===== src/rtl/mfp_uart_pkg.sv =====
// Shared definitions for the ESP Wi-Fi UART receive path: receiver state
// encoding, oversampling constants and the baud divider calculation.
package mfp_uart_pkg;

    localparam int OVERSAMPLE = 16;
    localparam int MID_SAMPLE = 8;

    typedef enum logic [2:0] {
        IDLE     = 3'd0,
        START    = 3'd1,
        DATA     = 3'd2,
        PARITY   = 3'd3,
        STOP     = 3'd4,
        ERR_WAIT = 3'd5
    } uart_state_t;

    // Clocks per oversample tick, rounded to nearest, never below one.
    function automatic int calc_div(input int clk_hz, input int baud);
        int d;
        d = (clk_hz + (baud * 8)) / (baud * OVERSAMPLE);
        if (d < 1) begin
            d = 1;
        end
        return d;
    endfunction

endpackage


===== src/rtl/mfp_sync_fifo.sv =====
// First-word-fall-through byte FIFO. The head entry is presented on o_data
// whenever the FIFO is non-empty (zero otherwise). An explicit occupancy
// counter keeps full and empty unambiguous while pointers wrap freely.
// Handshake: a push is accepted when not full, or when full and a pop is
// performed in the same cycle; a pop is performed only when non-empty.
module mfp_sync_fifo #(
    parameter int DEPTH = 8,
    parameter int WIDTH = 8
) (
    input  logic                       HCLK,
    input  logic                       HRESETn,
    input  logic                       i_push,
    input  logic [WIDTH-1:0]           i_data,
    input  logic                       i_pop,
    output logic [WIDTH-1:0]           o_data,
    output logic [$clog2(DEPTH):0]     o_count,
    output logic                       o_full,
    output logic                       o_empty
);

    localparam int AW = $clog2(DEPTH);
    localparam int CW = AW + 1;

    logic [WIDTH-1:0] r_mem [DEPTH];
    logic [AW-1:0]    r_wr_ptr;
    logic [AW-1:0]    r_rd_ptr;
    logic [CW-1:0]    r_count;
    logic             w_do_push;
    logic             w_do_pop;

    assign o_empty   = (r_count == '0);
    assign o_full    = (r_count == CW'(DEPTH));
    assign w_do_pop  = i_pop && !o_empty;
    assign w_do_push = i_push && (!o_full || w_do_pop);
    assign o_count   = r_count;
    assign o_data    = o_empty ? '0 : r_mem[r_rd_ptr];

    // Storage write; contents need no reset because o_data is gated by empty.
    always_ff @(posedge HCLK) begin
        if (w_do_push) begin
            r_mem[r_wr_ptr] <= i_data;
        end
    end

    // Pointer and occupancy bookkeeping.
    always_ff @(posedge HCLK or negedge HRESETn) begin
        if (!HRESETn) begin
            r_wr_ptr <= '0;
            r_rd_ptr <= '0;
            r_count  <= '0;
        end else begin
            if (w_do_push) begin
                r_wr_ptr <= r_wr_ptr + AW'(1);
            end
            if (w_do_pop) begin
                r_rd_ptr <= r_rd_ptr + AW'(1);
            end
            case ({w_do_push, w_do_pop})
                2'b10:   r_count <= r_count + CW'(1);
                2'b01:   r_count <= r_count - CW'(1);
                default: r_count <= r_count;
            endcase
        end
    end

endmodule


===== src/rtl/mfp_uart_rx_fifo.sv =====
// Buffered UART receiver for the ESP Wi-Fi link: 2-flop synchronizer,
// 16x oversampling tick generator, frame FSM and a FWFT byte FIFO read by
// the AHB GPIO block. Optional even parity (8E1) is enabled by defining
// MFP_UART_RX_PARITY_EN; otherwise frames are 8N1 and parity_err is 0.
// pop removes the head byte on the clock edge it is sampled high; it is
// ignored while byte_ready is low.
module mfp_uart_rx_fifo
    import mfp_uart_pkg::*;
#(
    parameter int CLK_HZ     = 50_000_000,
    parameter int BAUD       = 115200,
    parameter int FIFO_DEPTH = 8
) (
    input  logic                          HCLK,
    input  logic                          HRESETn,
    input  logic                          rx,
    input  logic                          pop,
    input  logic                          clr_err,
    output logic [7:0]                    byte_data,
    output logic                          byte_ready,
    output logic [$clog2(FIFO_DEPTH):0]   fifo_count,
    output logic                          frame_err,
    output logic                          parity_err,
    output logic                          overflow,
    output uart_state_t                   dbg_state
);

    localparam int DIV    = calc_div(CLK_HZ, BAUD);
    localparam int TICK_W = (DIV > 1) ? $clog2(DIV) : 1;
    localparam logic [TICK_W-1:0] TICK_LAST = TICK_W'(DIV - 1);
    localparam logic [3:0] OS_LAST  = 4'(OVERSAMPLE - 1);
    localparam logic [3:0] MID_LAST = 4'(MID_SAMPLE - 1);

    logic              r_sync1;
    logic              r_sync2;
    logic [TICK_W-1:0] r_tick_cnt;
    uart_state_t       r_state;
    logic [3:0]        r_os_cnt;
    logic [2:0]        r_bit_idx;
    logic [7:0]        r_shift;
    logic              r_push;
    logic              r_frame_err;
    logic              r_overflow;

    logic              w_rx;
    logic              w_tick;
    logic              w_sample_mid;
    logic              w_sample_bit;
    uart_state_t       w_state_next;
    logic [3:0]        w_os_next;
    logic [2:0]        w_bit_next;
    logic [7:0]        w_shift_next;
    logic              w_push_next;
    logic              w_frame_set;
    logic              w_ovf_set;
    logic              w_full;
    logic              w_empty;

`ifdef MFP_UART_RX_PARITY_EN
    logic              r_par_bad;
    logic              r_parity_err;
    logic              w_par_bad_next;
    logic              w_par_set;
`endif

    assign w_rx         = r_sync2;
    assign w_tick       = (r_state != IDLE) && (r_tick_cnt == TICK_LAST);
    assign w_sample_mid = w_tick && (r_os_cnt == MID_LAST);
    assign w_sample_bit = w_tick && (r_os_cnt == OS_LAST);
    assign dbg_state    = r_state;

    // Bring the asynchronous serial line into the HCLK domain; idles high.
    always_ff @(posedge HCLK or negedge HRESETn) begin
        if (!HRESETn) begin
            r_sync1 <= 1'b1;
            r_sync2 <= 1'b1;
        end else begin
            r_sync1 <= rx;
            r_sync2 <= r_sync1;
        end
    end

    // Oversample tick divider, held at zero in IDLE so every frame starts fresh.
    always_ff @(posedge HCLK or negedge HRESETn) begin
        if (!HRESETn) begin
            r_tick_cnt <= '0;
        end else if ((r_state == IDLE) || w_tick) begin
            r_tick_cnt <= '0;
        end else begin
            r_tick_cnt <= r_tick_cnt + TICK_W'(1);
        end
    end

    // Frame FSM next-state, sampling and byte acceptance decisions.
    always_comb begin
        w_state_next = r_state;
        w_os_next    = r_os_cnt;
        w_bit_next   = r_bit_idx;
        w_shift_next = r_shift;
        w_push_next  = 1'b0;
        w_frame_set  = 1'b0;
`ifdef MFP_UART_RX_PARITY_EN
        w_par_bad_next = r_par_bad;
        w_par_set      = 1'b0;
`endif
        if (w_tick) begin
            w_os_next = r_os_cnt + 4'd1;
        end
        case (r_state)
            IDLE: begin
                w_os_next  = 4'd0;
                w_bit_next = 3'd0;
`ifdef MFP_UART_RX_PARITY_EN
                w_par_bad_next = 1'b0;
`endif
                if (!w_rx) begin
                    w_state_next = START;
                end
            end
            START: begin
                if (w_sample_mid) begin
                    w_os_next    = 4'd0;
                    w_state_next = w_rx ? IDLE : DATA;
                end
            end
            DATA: begin
                if (w_sample_bit) begin
                    w_os_next    = 4'd0;
                    w_shift_next = {w_rx, r_shift[7:1]};
                    w_bit_next   = r_bit_idx + 3'd1;
                    if (r_bit_idx == 3'd7) begin
`ifdef MFP_UART_RX_PARITY_EN
                        w_state_next = PARITY;
`else
                        w_state_next = STOP;
`endif
                    end
                end
            end
            PARITY: begin
`ifdef MFP_UART_RX_PARITY_EN
                if (w_sample_bit) begin
                    w_os_next      = 4'd0;
                    w_par_bad_next = (w_rx != (^r_shift));
                    w_state_next   = STOP;
                end
`else
                w_state_next = IDLE;
`endif
            end
            STOP: begin
                if (w_sample_bit) begin
                    w_os_next = 4'd0;
`ifdef MFP_UART_RX_PARITY_EN
                    w_par_set = r_par_bad;
`endif
                    if (w_rx) begin
                        w_state_next = IDLE;
`ifdef MFP_UART_RX_PARITY_EN
                        w_push_next  = !r_par_bad;
`else
                        w_push_next  = 1'b1;
`endif
                    end else begin
                        w_state_next = ERR_WAIT;
                        w_frame_set  = 1'b1;
                    end
                end
            end
            ERR_WAIT: begin
                if (w_rx) begin
                    w_state_next = IDLE;
                end
            end
            default: begin
                w_state_next = IDLE;
            end
        endcase
    end

    // Frame FSM and datapath registers.
    always_ff @(posedge HCLK or negedge HRESETn) begin
        if (!HRESETn) begin
            r_state   <= IDLE;
            r_os_cnt  <= 4'd0;
            r_bit_idx <= 3'd0;
            r_shift   <= 8'd0;
            r_push    <= 1'b0;
        end else begin
            r_state   <= w_state_next;
            r_os_cnt  <= w_os_next;
            r_bit_idx <= w_bit_next;
            r_shift   <= w_shift_next;
            r_push    <= w_push_next;
        end
    end

`ifdef MFP_UART_RX_PARITY_EN
    // Parity verdict for the current frame and its sticky error flag.
    always_ff @(posedge HCLK or negedge HRESETn) begin
        if (!HRESETn) begin
            r_par_bad    <= 1'b0;
            r_parity_err <= 1'b0;
        end else begin
            r_par_bad <= w_par_bad_next;
            if (w_par_set) begin
                r_parity_err <= 1'b1;
            end else if (clr_err) begin
                r_parity_err <= 1'b0;
            end
        end
    end
    assign parity_err = r_parity_err;
`else
    assign parity_err = 1'b0;
`endif

    // A push into a full FIFO is lost unless a pop frees a slot that cycle.
    assign w_ovf_set = r_push && w_full && !pop;

    // Sticky framing and overflow flags; a new error wins over clr_err.
    always_ff @(posedge HCLK or negedge HRESETn) begin
        if (!HRESETn) begin
            r_frame_err <= 1'b0;
            r_overflow  <= 1'b0;
        end else begin
            if (w_frame_set) begin
                r_frame_err <= 1'b1;
            end else if (clr_err) begin
                r_frame_err <= 1'b0;
            end
            if (w_ovf_set) begin
                r_overflow <= 1'b1;
            end else if (clr_err) begin
                r_overflow <= 1'b0;
            end
        end
    end

    assign frame_err  = r_frame_err;
    assign overflow   = r_overflow;
    assign byte_ready = !w_empty;

    mfp_sync_fifo #(
        .DEPTH (FIFO_DEPTH),
        .WIDTH (8)
    ) u_fifo (
        .HCLK    (HCLK),
        .HRESETn (HRESETn),
        .i_push  (r_push),
        .i_data  (r_shift),
        .i_pop   (pop),
        .o_data  (byte_data),
        .o_count (fifo_count),
        .o_full  (w_full),
        .o_empty (w_empty)
    );

endmodule

===== config.mk =====
export PLATFORM = sky130hd
export DESIGN_NAME = mfp_uart_rx_fifo
export DESIGN_NICKNAME = d
export VERILOG_FILES = /design/src/rtl/mfp_uart_pkg.sv /design/src/rtl/mfp_sync_fifo.sv /design/src/rtl/mfp_uart_rx_fifo.sv
export SDC_FILE = /design/constraint.sdc
export NUM_CORES = 1
export LEC_CHECK = 0
export CORE_ASPECT_RATIO = 0.5
export CORE_MARGIN = 1
export CORE_UTILIZATION = 50
export DETAILED_ROUTE_END_ITERATION = 10
export GPL_TIMING_DRIVEN = 0
export PLACE_DENSITY_LB_ADDON = 0.25
export SLEW_MARGIN = 20
export SYNTH_ARGS = -nofsm -noshare
export SYNTH_HDL_FRONTEND = slang
export SYNTH_SLANG_ARGS = --single-unit

===== constraint.sdc =====
create_clock -name HCLK -period 4.3 [get_ports HCLK]
set_clock_uncertainty 0.05 [all_clocks]
set_input_delay 0.86 -clock HCLK [delete_from_list [all_inputs] [get_ports HCLK]]
set_output_delay 0.86 -clock HCLK [all_outputs]
set_load 0.005 [all_outputs]

Yosys cells after proc, flatten, opt, wreduce, memory -nomap -nowiden

Memories as Yosys holds them, arrays and structs flattened.
Index checks and enable logic that the tools add are counted.

$add $sub $neg: 7
Eq/ne operators: 17
Muxes and demuxes: 29
Reductions and logical operators: 23

Operator list:

| kind                  | number |
|---|---|
| $mux W3               | 8 |
| $pmux W3 S5           | 1 |
| $mux W4               | 3 |
| $ne A2 B2 Y1 const B  | 6 |
| $pmux W4 S3           | 1 |
| $mux W1               | 11 |
| $add A3 B1 Y3 const B | 3 |
| $eq A3 B3 Y1 const B  | 3 |
| $add A4 B1 Y4 const B | 2 |
| $eq A4 B4 Y1 const B  | 2 |
| $mux W8               | 1 |
| $pmux W4 S2           | 1 |
| $reduce_bool A2 Y1    | 4 |
| $logic_and A1 B1 Y1   | 7 |
| $pmux W3 S2           | 1 |
| $reduce_and A6 Y1     | 1 |
| $add A5 B1 Y5 const B | 1 |
| $eq A5 B5 Y1 const B  | 1 |
| $mux W5               | 1 |
| $eq A4 B3 Y1 const B  | 1 |
| $logic_not A4 Y1      | 1 |
| $reduce_and A2 Y1     | 2 |
| $sub A4 B1 Y4 const B | 1 |
| $eq A3 B1 Y1 const B  | 1 |
| other kinds (9)       | 12 |

Flip-flop bits (word level): 38
RAM bits: 64
Output and inout port bits: 19
Word-level logic and storage cells: 90
Memories: 1

Memories:

| name         | depth | width | read ports | clocked after Yosys merged registers in | write ports | RTL line            | RTL |
|---|---|---|---|---|---|---|---|
| u_fifo.r_mem | 8     | 8     | 1          | 0                                       | 1           | mfp_sync_fifo.sv:24 | `logic [WIDTH-1:0] r_mem [DEPTH];` |

Logic depth before layout (Yosys ltp)

Gate-level depths: netlist (run 1).

Depth in word-level cells: 7
Mapped depth: 12

Cells and area by module

A second synthesis (run 1) with hierarchy kept.

Cells, all modules: 307
Area total of the unflattened synthesis: 4493.1 µm²

Modules (own cells, without submodules):

| module           | times used | cells an instance | area each (µm²) | sequential area each (µm²) |
|---|---|---|---|---|
| mfp_sync_fifo    | 1          | 191               | 3183.1          | 2172.1 |
| mfp_uart_rx_fifo | 1          | 116               | 1310.0          | 703.2 |

Worst setup path after synthesis (run 1)

No wires, ideal clock.

Kind: input port to flip-flop
Start point: input port pop
End point: memory u_fifo.r_mem[1][0] (enable)
Library setup time: 383 ps
Arrival time: 1990 ps
Required time: 3867 ps
Setup slack: 1877 ps
Cell stages on the path: 4
Path buffers: 0
Cells stage by stage: nand2b_1 -> o21ai_2 -> or2_2 -> nor3_1

Cells in the longest elaborated chain, start to end: 5

RTL lines:

| element                       | RTL line               | RTL |
|---|---|---|
| start: declaration            | mfp_uart_rx_fifo.sv:17 | `input logic pop,` |
| $logic_and A1 B1 Y1           | mfp_sync_fifo.sv:33    | `assign w_do_pop = i_pop && !o_empty;` |
| $logic_or A1 B1 Y1            | mfp_sync_fifo.sv:34    | `assign w_do_push = i_push && (!o_full \|\| w_do_pop);` |
| $logic_and A1 B1 Y1           | mfp_sync_fifo.sv:34    |  |
| $mux W1                       | mfp_sync_fifo.sv:40    | `if (w_do_push) begin` |
| $mux W1 (implied by the code) | mfp_sync_fifo.sv:41    | `r_mem[r_wr_ptr] <= i_data;` |
| end: declaration              | mfp_sync_fifo.sv:24    |  |

Every way passes these cells.

Worst setup path after layout (run 1)

Start point: register u_fifo.r_rd_ptr[1]
End point: output port byte_data[6]

Cells in the longest elaborated chain, start to end: 2

RTL lines:

| element                  | RTL line               | RTL |
|---|---|---|
| start: declaration       | mfp_sync_fifo.sv:26    | `logic [AW-1:0] r_rd_ptr;` |
| start signal: assignment | mfp_sync_fifo.sv:56    | `r_rd_ptr <= r_rd_ptr + AW'(1);` |
| $mem_v2 Z8 W8            | n/a                    |  |
| $mux W8                  | mfp_sync_fifo.sv:36    | `assign o_data = o_empty ? '0 : r_mem[r_rd_ptr];` |
| end: declaration         | mfp_uart_rx_fifo.sv:19 | `output logic [7:0] byte_data,` |

Every way passes these cells.

==> results.ini, run 1 <==
[status]
status = finished clean

[setup_path]
worstPathArrival_ns = 2.64
crit_path_start = u_fifo.r_rd_ptr[1]
r2r-start = u_fifo.o_count[1]
cp_max_fo = 10
path_class = reg2out
reg2reg_slack_ns = 1.64
crit_required_ns = 3.39
crit_path_end_kind = output port
critPathLaunchType = flop

[clocking]
clk_pin_slew_worst_paths_ns = 0.07
cts_buffer_depth = 2
cts_sinks = 102
cts_tree = yes
cts_hold_buf = 0
cts_root_buf = clkbuf_16
cts_resized = 0
clock_latency_ns = 0.34
post_cts_buffers = 0
htreeDepth = 3
numCtsBuffers = 9

[pwr]
total_power_w = 0.00181
ir_drop_v = 0.000203
p_leak_nw = 2.04
cellPowerDensity_nw_per_um2 = 356

[synthesis]
yosysWarningCount = 0
synthesis.area_um2 = 4410
synth_edf_count = 64
ys_seq_area_share_pct = 65.2
synth_top_area_share_pct = 43.6
netlist_instances = 292
synthTopCellsByCount = edfxtp_1 (64), dfrtp_1 (36), nor2_1 (32)
yosys-top-cells-area = edfxtp_1 (44%), dfrtp_1 (20%), mux4_2 (8.2%), ha_1 (2.8%), nor2_1 (2.7%)
synth-main-ff-cell = edfxtp_1
ys_async_sr_fraction_pct = 37.3
avgSynthCellArea_um2 = 15.1
syn_nets = 307
yosys.area.top_type = edfxtp_1
synth_most_common_cell = edfxtp_1
ys_ff_latch = 102
ys_types = 49

[route]
drtIter0Drc = 183
totalWireLength_um = 8300
viasPerCell = 5.67
drc_errors = 0
post_drt_wl_per_cell_um = 18.8
drtPass1Iterations = 4
vias = 2506
drtAntennaViolNets = 0

[layout]
diodes = 0
fin_nets = 341
drive_gt1_share_pct = 19.4
area_growth_syn_to_layout_pct = 15.1
fill_cells = 608
final_cell_area_um2 = 5070

[grt]
grt_pass1_wl_um = 13500
grt.overflow.total = 0
antenna_found_initial = 0
grt_start_max_net_pins = 28
groute.usage.overall_pct = 20.7
grt_pass1_vias = 2547

[timing]
fmax_mhz = 282
hold_viol_final = 0
fin_crit_ns = 3.55
worst_pin_slew_ns = 0.921
setup_viol = 0
tns_ns = 0
period_share_pct = 82.5
slew_headroom_pct = 38.4
rsz0062_at_grt = no
finalMaxSlewViolations = 0

[floorplanning]
start_util_pct = 53.4
rows = 23
fp.dieH_um = 68.4
ios = 24
die_w_um = 135
core-area_um2 = 8260
die_area_um2 = 9220

[place]
hpwlAfterDp_um = 5580
gp_congestion = 0.810
portBuffers = 22
placed_area_um2 = 4790

[worst_hold_path]
min_path_type = reg2reg
hold_start = r_sync1

[flow_run]
max_cap_violations = 0

## cell usage in the layout (no fill, tap or decap), types with 5 or more instances in the layout
master,netlist,layout
nor2_1,32,32
nand2_1,9,9
dfrtp_1,36,36
mux4_2,16,16
clkbuf_16,0,9
o21ai_0,5,5
xnor2_1,7,7
nand2b_1,6,6
mux2_2,10,10
ha_1,10,10
clkdlybuf4s50_1,0,21
mux2i_1,9,9
nand3_1,11,11
buf_2,4,5
inv_1,9,9
xor2_1,8,8
edfxtp_1,64,64
## layout make-up
type	instances	area [µm²]	share of cell area, %
buffer	13	67.6	1.33
clock inverter	6	53.8	1.06
inverter	11	43.8	0.863
tap	112	140	2.76
sequential	102	2880	56.7
multi-input combinational	166	1430	28.2
timing repair buffer	23	235	4.64
clock buffer	9	225	4.44
## per-stage QoR
step                      util [%]  hold slack (ns)  cells  setup slack (ns)
final                         61.4            0.307    442             0.754
after global routing          61.4            0.309    442             0.625
after CTS                     61.4            0.308    442             0.689
after detailed placement      58.1            0.298    427              1.06
after global placement        57.7            0.296    426             0.770
after floorplan                  -            0.295    292              1.88
## critical path: stages (launching register included)
cell and delay, ns:
dfrtp_1 0.36, clkbuf_2 0.27, buf_1 0.57, mux4_2 0.42, mux2i_1 0.15, nor2_1 0.06, clkdlybuf4s50_1 0.45
## report_power, final
part / switching [W] / internal [W] / leakage (nW)
Combinational: 0.0000100 / 0.00000597 / 0.662
Sequential: 0.000000219 / 0.00103 / 1.24
Clock: 0.000357 / 0.000400 / 0.135
## layer usage
| layer | track usage, % | up-vias | share of wire [%] |
|---|---|---|---|
| li1 | - | 1163 | - |
| met4 | 5.90 | 0 | 0.92 |
| met5 | 0 | - | 0 |
| met1 | 27.1 | 1289 | 45 |
| met2 | 35.6 | 45 | 49 |
| met3 | 4.67 | 9 | 5.0 |
## kinds of logic (layout without fill, tap and decap cells)
logic type / Yosys count / in the layout / share of synthesized area (%)
multiplexers: 36 / 36 / 13.1
AO/OA/AOI/OAI: 21 / 21 / 3.26
other: 1 / 1 / 0.0850
flip-flops: 102 / 102 / 65.2
AND/OR/NAND/NOR: 83 / 83 / 9.99
XOR/XNOR: 15 / 15 / 2.98
adder cells (fa/ha/maj): 10 / 10 / 2.84
buffers and inverters: 24 / 62 / 2.53
## state kept, by name, indices dropped and copies added (netlist names), 3 cells and up
name and cells:
dbg_state 3, r_shift 8, u_fifo.r_rd_ptr 3, u_fifo.r_wr_ptr 3, r_bit_idx 3, u_fifo.o_count 4
r_os_cnt 4, u_fifo.r_mem 64, r_tick_cnt 5
## worst paths after layout
check	to	cells after the start
setup / recovery	byte_data[6]	6
hold / removal	r_sync2	0
setup reg to reg	u_fifo.o_count[2]	12
hold reg to reg	r_sync2	0
max in group asynchronous	r_sync1	2
min in group asynchronous	r_shift[4]	1
No activity file was read; power rests on OpenSTA's default activity.
==> run 2, diff against run 1 <==
==> constraint.sdc (replaced) <==
create_clock -name HCLK -period 3.05 [get_ports HCLK]
set_clock_uncertainty 0.05 [all_clocks]
set_input_delay 0.61 -clock HCLK [delete_from_list [all_inputs] [get_ports HCLK]]
set_output_delay 0.61 -clock HCLK [all_outputs]
set_load 0.005 [all_outputs]
==> run 2 against run 1 <==
Via count is 0.16% higher. Sequential share of layout area hardly changed. First-iteration DRC count down 4.4%. Utilization about the same. Clock power increased by 41%. Highest routed layer unchanged. Count of clock-buffer cells in the layout unchanged. Worst hold slack worse by 0.20 ns. Flip-flop and latch count is the same. Critical path depth stayed put. Setup slack worse by 0.60 ns.
==> results.ini, run 2 (synthesis gave the netlist of run 1 again) <==
[grt]
grt_pass1_wl_um = 13500  ; unchanged
grt.overflow.total = 0  ; unchanged
grt_start_max_net_pins = 28  ; unchanged
grt_pass1_vias = 2547  ; unchanged
antenna_found_initial = 0  ; unchanged
groute.usage.overall_pct = 20.7  ; unchanged

[floorplanning]
ios = 24  ; unchanged
die_area_um2 = 9220  ; unchanged
die_w_um = 135  ; unchanged
core-area_um2 = 8260  ; unchanged
rows = 23  ; unchanged
fp.dieH_um = 68.4  ; unchanged
start_util_pct = 53.4  ; unchanged

[layout]
final_cell_area_um2 = 5080  ; was 5070 µm²
final_common_cell = edfxtp_1  ; unchanged
final_cell_mix = edfxtp_1 (64), dfrtp_1 (36), nor2_1 (32)  ; unchanged
largest_reg_flops = 64  ; unchanged
largestRegisters = u_fifo.r_mem x64, r_shift x8, r_tick_cnt x5  ; unchanged
fin_nets = 340  ; was 341
drive_gt1_share_pct = 19.5  ; was 19.4%
fill_cells = 605  ; was 608
regMostFlops = u_fifo.r_mem  ; unchanged
diodes = 0  ; unchanged
postLayoutCoreUtil_pct = 61.5  ; was 61.4%
area_growth_syn_to_layout_pct = 15.1  ; about the same
regArea_um2 = 2880  ; unchanged
multi_input_area_um2 = 1430  ; unchanged

[route]
vias = 2510  ; was 2506
viasPerCell = 5.69  ; was 5.67
drc_errors = 0  ; unchanged
drtAntennaViolNets = 0  ; unchanged
drtIter0Drc = 175  ; was 183
post_drt_wl_per_cell_um = 18.5  ; was 18.8 µm
totalWireLength_um = 8180  ; was 8300 µm
drtPass1Iterations = 4  ; unchanged

[flow_run]
max_cap_violations = 0  ; unchanged

[timing]
rsz0062_at_grt = no  ; unchanged
tns_ns = 0  ; unchanged
worst_pin_slew_ns = 0.908  ; was 0.921 ns
setup_viol = 0  ; unchanged
slew_headroom_pct = 39.2  ; was 38.4%
hold_viol_final = 0  ; unchanged
period_share_pct = 95.0
fmax_mhz = 345
fin_crit_ns = 2.90
worst_slack_ns = 0.154  ; was 0.754 ns
finalMaxSlewViolations = 0  ; unchanged

[pwr]
pwr-share-clk_pct = 41.9  ; about the same
ir_drop_v = 0.000286  ; was 0.000203 V
cellPowerDensity_nw_per_um2 = 502  ; was 356 nW/µm²
seq_power_share_pct = 57.2  ; about the same
switching_share_pct = 20.3  ; about the same
total_power_w = 0.00255  ; was 0.00181 W
power.switching_w = 0.000518  ; was 0.000367 W
internal-power_w = 0.00203  ; was 0.00144 W
combPwrFrac_pct = 0.9  ; about the same
p_leak_nw = 2.04  ; about the same

[worst_hold_path]
min_path_type = in2async  ; was reg2reg

[clocking]
clock_latency_ns = 0.34  ; about the same
numCtsBuffers = 9  ; unchanged
clk_pin_slew_worst_paths_ns = 0.07  ; about the same
cts_hold_buf = 0  ; unchanged
htreeDepth = 3  ; unchanged
cts_sinks = 102  ; unchanged
cts_tree = yes  ; unchanged
cts_root_buf = clkbuf_16  ; unchanged
cts_buffer_depth = 2  ; unchanged

[setup_path]
reg2reg_slack_ns = 0.39  ; was 1.64 ns
crit_path_end_kind = output port  ; unchanged
worstRegToRegCells = 12  ; unchanged
r2r-end = u_fifo.o_count[2]  ; unchanged
path_class = reg2out  ; unchanged
cp_max_fo = 10  ; unchanged
critPathLaunchType = flop  ; unchanged
worstPathArrival_ns = 2.24  ; was 2.64 ns
r2r-start = u_fifo.o_count[1]  ; unchanged
crit_required_ns = 2.39  ; was 3.39 ns

[status]
status = finished clean  ; unchanged

[place]
pre_cts_ws_ns = 0.0560  ; was 1.06 ns
gp_congestion = 0.810  ; unchanged
placed_area_um2 = 4790  ; unchanged
hpwlAfterDp_um = 5580  ; unchanged
portBuffers = 22  ; unchanged

run 2: stage by stage:
stage / hold slack [ns] / instances
4_1_cts: 0.108 / 442
2_1_floorplan: 0.264 / 292
3_3_place_gp: 0.296 / 426
6_report: 0.107 / 441
3_5_place_dp: 0.298 / 427
5_1_grt: 0.119 / 441
run 2: repair_timing:
item | 4_1_cts | 5_1_grt
endpoints found under the setup margin | 8 | 7
gates cloned | 0 | 0
setup buffers | 0 | 0
gates resized for setup | 5 | 0
run 2: worst max-delay path by stage:
stage,startpoint,endpoint,slack (ns)
2_1_floorplan,u_fifo.o_count[1],u_fifo.o_count[2],0.64
6_report,u_fifo.r_rd_ptr[1],byte_data[6],0.15
4_1_cts,u_fifo.r_rd_ptr[0],byte_data[6],0.03
3_5_place_dp,pop,u_fifo.r_mem[7][3],0.06
3_3_place_gp,pop,u_fifo.r_mem[1][2],-0.23
5_1_grt,u_fifo.r_rd_ptr[1],byte_data[6],0.02
run 2: power by group through the flow:
stage / Combinational [W] / Sequential, W / Clock, W
global placement: 0.0000203 / 0.00149 / 0
global route: 0.0000254 / 0.00146 / 0.00114
floorplan: 0.00000364 / 0.00149 / 0
CTS: 0.0000235 / 0.00146 / 0.00109
detailed placement: 0.0000234 / 0.00149 / 0
finish: 0.0000226 / 0.00146 / 0.00107
run 2: per-layer routing:
metal / vias up / global-route usage, % / part of all wire, %
met1: 1288 / 27.1 / 45
met4: 0 / 5.90 / 0.93
met3: 9 / 4.67 / 5.4
met5: - / 0 / 0
met2: 50 / 35.6 / 49
li1: 1163 / - / -
run 2: layout make-up:
class	count	share of cell area, %
clock inverter	6	1.06
multi-input combinational	166	28.2
sequential	102	56.6
timing repair buffer	23	4.63
inverter	11	0.863
clock buffer	9	4.44
buffer	12	1.38
tap	112	2.76
run 2: critical path: stages, from the launching register on:
cell and delay, ns:
dfrtp_1 0.36, clkbuf_2 0.27, buf_4 0.26, mux4_2 0.33, mux2i_1 0.16, nor2_1 0.06
clkdlybuf4s50_1 0.45
